===== src/rtl/lock_code_programmer_if.sv =====
// Handshake bundle between the code programmer and its surroundings.
// The master side drives button/program pulses; the slave side returns the stored code and status.
interface lock_code_programmer_if #(
  parameter int CODE_LEN = 4
);
  logic                    prog_req;
  logic [3:0]              btn_pulse;
  logic [2*CODE_LEN-1:0]   code_out;
  logic                    code_update;
  logic                    prog_err;
  logic                    busy;
  logic [3:0]              digit_cnt;
  logic [6:0]              segment;

  modport master (
    output prog_req, btn_pulse,
    input  code_out, code_update, prog_err, busy, digit_cnt, segment
  );

  modport slave (
    input  prog_req, btn_pulse,
    output code_out, code_update, prog_err, busy, digit_cnt, segment
  );
endinterface


===== src/rtl/lock_code_programmer.sv =====
// Captures a new lock combination (enter + confirm) and publishes it on a match; drives a status digit.
// Optional entry inactivity timeout is built only when PROG_TIMEOUT_EN is defined.
module lock_code_programmer #(
  parameter int                    CODE_LEN       = 4,
  parameter logic [2*CODE_LEN-1:0] DEFAULT_CODE   = 8'hE4,
  parameter int                    TIMEOUT_CYCLES = 100000000
) (
  input  logic                  clk,
  input  logic                  rst,
  lock_code_programmer_if.slave bus
);
  localparam int W = 2 * CODE_LEN;

  localparam logic [6:0] SEG_L = 7'b1110001;
  localparam logic [6:0] SEG_E = 7'b0110000;
  localparam logic [6:0] SEG_P = 7'b0011000;
  localparam logic [6:0] SEG_C = 7'b0110001;

  if (CODE_LEN < 2 || CODE_LEN > 8) begin : g_bad_len
    $error("CODE_LEN must be in 2..8");
  end
  if (TIMEOUT_CYCLES < 2) begin : g_bad_timeout
    $error("TIMEOUT_CYCLES must be at least 2");
  end

  typedef enum logic [2:0] {
    S_IDLE, S_ENTER, S_CONFIRM, S_CHECK, S_COMMIT, S_ERROR
  } state_t;

  state_t         r_state, w_state_nxt;
  logic [W-1:0]   r_entry_a, r_entry_b, r_code;
  logic [3:0]     r_digit_cnt;
  logic           r_err_flag, r_code_update, r_prog_err;
  logic [6:0]     r_segment;

  logic           w_onehot, w_entry_st, w_accept, w_last, w_restart, w_timeout;
  logic [1:0]     w_idx;

  always_comb begin
    w_onehot = 1'b1;
    w_idx    = 2'd0;
    case (bus.btn_pulse)
      4'b0001: w_idx = 2'd0;
      4'b0010: w_idx = 2'd1;
      4'b0100: w_idx = 2'd2;
      4'b1000: w_idx = 2'd3;
      default: w_onehot = 1'b0;
    endcase
  end

  // prog_req outranks a same-cycle press, so the press is never counted
  assign w_entry_st = (r_state == S_ENTER) || (r_state == S_CONFIRM);
  assign w_accept   = w_entry_st && w_onehot && !bus.prog_req;
  assign w_last     = w_accept && (r_digit_cnt == 4'(CODE_LEN - 1));
  assign w_restart  = bus.prog_req && (r_state inside {S_IDLE, S_ENTER, S_CONFIRM, S_CHECK});

`ifdef PROG_TIMEOUT_EN
  localparam int            TW       = (TIMEOUT_CYCLES > 2) ? $clog2(TIMEOUT_CYCLES) : 1;
  localparam logic [TW-1:0] TMO_LAST = TW'(TIMEOUT_CYCLES - 1);
  logic [TW-1:0] r_tmo_cnt;

  always_ff @(posedge clk) begin
    if (rst || w_restart || w_accept || !w_entry_st) r_tmo_cnt <= '0;
    else                                             r_tmo_cnt <= r_tmo_cnt + 1'b1;
  end

  assign w_timeout = w_entry_st && !w_accept && (r_tmo_cnt == TMO_LAST);
`else
  assign w_timeout = 1'b0;
`endif

  always_ff @(posedge clk) begin
    if (rst) r_state <= S_IDLE;
    else     r_state <= w_state_nxt;
  end

  always_comb begin
    w_state_nxt = r_state;
    if (w_restart) begin
      w_state_nxt = S_ENTER;
    end else begin
      case (r_state)
        S_ENTER:   if (w_timeout) w_state_nxt = S_ERROR;
                   else if (w_last) w_state_nxt = S_CONFIRM;
        S_CONFIRM: if (w_timeout) w_state_nxt = S_ERROR;
                   else if (w_last) w_state_nxt = S_CHECK;
        S_CHECK:   w_state_nxt = (r_entry_a == r_entry_b) ? S_COMMIT : S_ERROR;
        S_COMMIT:  w_state_nxt = S_IDLE;
        S_ERROR:   w_state_nxt = S_IDLE;
        default:   w_state_nxt = S_IDLE;
      endcase
    end
  end

  // Pulses and the new code are registered on entry to COMMIT/ERROR so they line up in that cycle
  always_ff @(posedge clk) begin
    if (rst) begin
      r_entry_a     <= '0;
      r_entry_b     <= '0;
      r_code        <= DEFAULT_CODE;
      r_digit_cnt   <= 4'd0;
      r_err_flag    <= 1'b0;
      r_code_update <= 1'b0;
      r_prog_err    <= 1'b0;
      r_segment     <= SEG_L;
    end else begin
      r_code_update <= (w_state_nxt == S_COMMIT);
      r_prog_err    <= (w_state_nxt == S_ERROR);
      if (w_state_nxt == S_COMMIT) r_code <= r_entry_a;

      if (w_restart) begin
        r_entry_a   <= '0;
        r_entry_b   <= '0;
        r_digit_cnt <= 4'd0;
        r_err_flag  <= 1'b0;
      end else begin
        if (w_state_nxt == S_ERROR) r_err_flag <= 1'b1;
        if (w_accept) begin
          if (r_state == S_ENTER) r_entry_a <= {r_entry_a[W-3:0], w_idx};
          else                    r_entry_b <= {r_entry_b[W-3:0], w_idx};
          r_digit_cnt <= w_last ? 4'd0 : r_digit_cnt + 4'd1;
        end
      end

      case (r_state)
        S_IDLE:                     r_segment <= r_err_flag ? SEG_E : SEG_L;
        S_ENTER:                    r_segment <= SEG_P;
        S_CONFIRM, S_CHECK, S_COMMIT: r_segment <= SEG_C;
        default:                    r_segment <= SEG_E;
      endcase
    end
  end

  assign bus.code_out    = r_code;
  assign bus.code_update = r_code_update;
  assign bus.prog_err    = r_prog_err;
  assign bus.busy        = w_entry_st;
  assign bus.digit_cnt   = r_digit_cnt;
  assign bus.segment     = r_segment;
endmodule


===== src/flat_wrapper.sv =====
// flat-port wrapper written by rule: the top's interface ports become plain ports
module lock_code_programmer_flat 
#(
  parameter int                    CODE_LEN       = 4,
  parameter logic [2*CODE_LEN-1:0] DEFAULT_CODE   = 8'hE4,
  parameter int                    TIMEOUT_CYCLES = 100000000
)
  (clk, rst, bus_prog_req, bus_btn_pulse, bus_code_out, bus_code_update, bus_prog_err, bus_busy, bus_digit_cnt, bus_segment);
  lock_code_programmer_if #(.CODE_LEN(CODE_LEN)) bus_i ();
  input  logic clk;
  input  logic rst;
  input wire logic [$bits(bus_i.prog_req)-1:0] bus_prog_req;
  input wire logic [$bits(bus_i.btn_pulse)-1:0] bus_btn_pulse;
  output wire logic [$bits(bus_i.code_out)-1:0] bus_code_out;
  output wire logic [$bits(bus_i.code_update)-1:0] bus_code_update;
  output wire logic [$bits(bus_i.prog_err)-1:0] bus_prog_err;
  output wire logic [$bits(bus_i.busy)-1:0] bus_busy;
  output wire logic [$bits(bus_i.digit_cnt)-1:0] bus_digit_cnt;
  output wire logic [$bits(bus_i.segment)-1:0] bus_segment;
  assign bus_i.prog_req = bus_prog_req;
  assign bus_i.btn_pulse = bus_btn_pulse;
  assign bus_code_out = bus_i.code_out;
  assign bus_code_update = bus_i.code_update;
  assign bus_prog_err = bus_i.prog_err;
  assign bus_busy = bus_i.busy;
  assign bus_digit_cnt = bus_i.digit_cnt;
  assign bus_segment = bus_i.segment;
  lock_code_programmer #(.CODE_LEN(CODE_LEN), .DEFAULT_CODE(DEFAULT_CODE), .TIMEOUT_CYCLES(TIMEOUT_CYCLES)) u_core (.clk(clk), .rst(rst), .bus(bus_i));
endmodule

===== config.mk =====
export PLATFORM = sky130hd
export DESIGN_NAME = lock_code_programmer_flat
export DESIGN_NICKNAME = d
export VERILOG_FILES = /design/src/rtl/lock_code_programmer_if.sv /design/src/rtl/lock_code_programmer.sv /design/src/flat_wrapper.sv
export SDC_FILE = /design/constraint.sdc
export NUM_CORES = 1
export LEC_CHECK = 0
export CAP_MARGIN = 15
export CORE_UTILIZATION = 37
export CTS_CLUSTER_SIZE = 25
export DETAILED_ROUTE_END_ITERATION = 8
export SYNTH_ARGS = -nofsm -noshare
export SYNTH_HDL_FRONTEND = slang
export SYNTH_SLANG_ARGS = --single-unit

===== constraint.sdc =====
create_clock -name clk -period 4.15 [get_ports clk]
set_input_delay 0.83 -clock clk [delete_from_list [all_inputs] [get_ports clk]]
set_output_delay 0.83 -clock clk [all_outputs]
set_load 0.03 [all_outputs]

==> qor.yml <==
outcome:
  status: "finished, final reports clean"
clocking:
  clock_sinks: 38
  clock_path_buffers: 2
  cts-resized-gates: 0
  postCtsSetupBuffers: 0
  ctsHtreeMaxLevel: 2
  numCtsBuffers: 5
  clk_latency_ns: 0.29
  path_clk_slew_ns: 0.06
  cts_hold_buf: 0
  cts_tree: "built"
  cts_root_buf: "clkbuf_8"
die:
  core_area_um2: 4324
  num_io_pins: 29
  placementRows: 24
  die-area_um2: 4770
  die_h_um: 69.07
  die_x_um: 69.07
  initial_core_util_pct: 38.48
logic_synthesis:
  ys_types: 33
  synth_flop_cell: "dfxtp_1"
  synth_area_per_cell_um2: 9.245
  synth_area_um2: 1664
  ys_warn_count: 0
  synth_edf_count: 0
  synthCells: 180
  synthArstFlopShare_pct: 0
  seq_area_frac_synth_pct: 45.71
  ys_ff_latch: 38
cells_and_area:
  mostFrequentLayoutCells: "38 x dfxtp_1, 36 x nor2_1, 25 x clkdlybuf4s50_1"
  layout_commonest_cell: "dfxtp_1"
  nNetsFinal: 207
  fillers: 432
  num_antenna_cells: 0
  synthToLayoutAreaGrowth_pct: 19.85
  fin_util_pct: 46.12
  drive_gt1_share_pct: 4.020
flow_run:
  max-cap-violations: 0
drt:
  routed_via_density: 5.036
  drcViolationCount: 0
  vias: 1264
  wl_per_cell_um: 12.59
  postRouteAntennaNets: 0
  first_iter_violations: 64
  first_pass_iters: 4
  wirelength_um: 3160
worst_setup_path:
  crit_type: "in -> reg"
  r2r_slack_ns: 2.14
  worstPathRequired_ns: 4.30
  worstPathMaxFanout: 8
  arrival_ns: 3.08
  worst_setup_path_start_kind: "input port"
  end_kind: "flip-flop"
sta:
  fin_setup_tns_ns: 0
  grt_setup_unrepaired: "false"
  finalHoldViolations: 0
  max_freq_mhz: 341.1
  worst_slew_pin_slew_ns: 0.7399
  max_slew_margin_pct: 50.67
  fin_crit_sh_pct: 70.63
  finClkSkew_ns: 0.005931
  setup_viol: 0
  final.min_clock_period_ns: 2.931
  maxSlewViolCount: 0
power:
  p_leak_uw: 0.0007205
  ir_drop_mv: 0.2118
  finalPower_uw: 653.7
  p_per_area_nw_per_um2: 327.8
placement:
  gp_congestion: 0.7488
  port_buffers: 25
  dp.final_hpwl_um: 2287
global_routing:
  grt_pass1_vias: 1248
  antenna_found_initial: 0
  overflow: 0
  grt_pass1_wl_um: 5464
  grt.total_usage_pct: 14.28
  grt_max_degree: 23
hold_path:
  hold_class: "reg -> reg"
==> per-stage QoR <==
| stage | worst slack, ns | hold slack (ns) | area, µm² | std cells |
|---|---|---|---|---|
| after floorplan | 1.631 | 0.4598 | 1668 | 181 |
| after global placement | 0.9862 | 0.4805 | 1918 | 244 |
| after detailed placement | 0.9095 | 0.4898 | 1918 | 244 |
| after CTS | 1.211 | 0.5063 | 1994 | 251 |
| after global routing | 1.078 | 0.5434 | 1994 | 251 |
| final | 1.219 | 0.5010 | 1994 | 251 |
==> sequential cells by signal, summed over array words and instances (netlist names) <==
signal,count
u_core.r_entry_a,8
u_core.r_err_flag,1
u_core.bus.digit_cnt,4
u_core.r_state,3
u_core.bus.prog_err,1
u_core.r_entry_b,8
u_core.bus.code_update,1
u_core.bus.code_out,8
u_core.bus.segment,4
==> power breakdown <==
part / total (µW) / switching [µW] / internal (µW)
Sequential: 369 / 2.08 / 367
Clock: 235 / 120 / 116
Combinational: 48.7 / 30.2 / 18.6
==> synth_stat cells (3+ instances only) <==
cell | n | area (µm²)
a21o_1 | 4 | 30.03
xnor2_1 | 3 | 26.28
buf_4 | 3 | 22.52
nor2_1 | 36 | 135.1
xor2_1 | 9 | 78.83
inv_1 | 3 | 11.26
nor3_1 | 10 | 50.05
clkbuf_1 | 8 | 30.03
nand2_1 | 4 | 15.01
mux2i_1 | 23 | 230.2
dfxtp_1 | 38 | 760.7
a21oi_1 | 12 | 60.06
==> final cells by class <==
type                            instances  area, µm²  area share [%]
Clock buffer                            7      76.32           3.827
Inverter                                3      11.26          0.5646
Multi-Input combinational cell        126      830.8           41.66
Sequential cell                        38      760.7           38.14
Tap cell                               52      65.06           3.262
Timing Repair Buffer                   25      250.2           12.55
==> path summary, 6_finish.rpt <==
kind,start,to,cells past startpoint
max reg2reg,u_core.r_entry_a[3],u_core.bus.code_out[1],5
min,u_core.bus.code_out[0],u_core.bus.code_out[0],2
min reg2reg,u_core.bus.code_out[0],u_core.bus.code_out[0],2
max,bus_btn_pulse[3],u_core.r_entry_a[7],5
==> kinds of logic (layout without fill, tap and decap cells) <==
| family | Yosys count | count (layout) | share of synthesized area, % |
|---|---|---|---|
| xor gates and xnor gates | 12 | 12 | 6.316 |
| muxes | 23 | 23 | 13.83 |
| buffers and inverters | 17 | 35 | 4.586 |
| AOI/OAI and AO/OA | 22 | 22 | 10.15 |
| adders and majority gates | 1 | 1 | 0.7518 |
| DFF | 38 | 38 | 45.71 |
| and+or+nand+nor | 65 | 65 | 18.20 |
| other | 2 | 3 | 0.4513 |
==> routing by layer <==
layer,up-vias,routed length [µm],GRT usage [%]
met5,-,0,0
met4,0,55,6.803
met3,8,113,3.655
met2,25,1553,24.38
met1,593,1437,16.56
li1,638,-,-
==> worst max-delay path, stage by stage <==
cell,delay [ns]
clkdlybuf4s50_1,0.57
or4b_1,0.62
a2111oi_4,0.73
mux2i_1,0.27
nor2_1,0.05
Power figures use the tool's default switching activity.
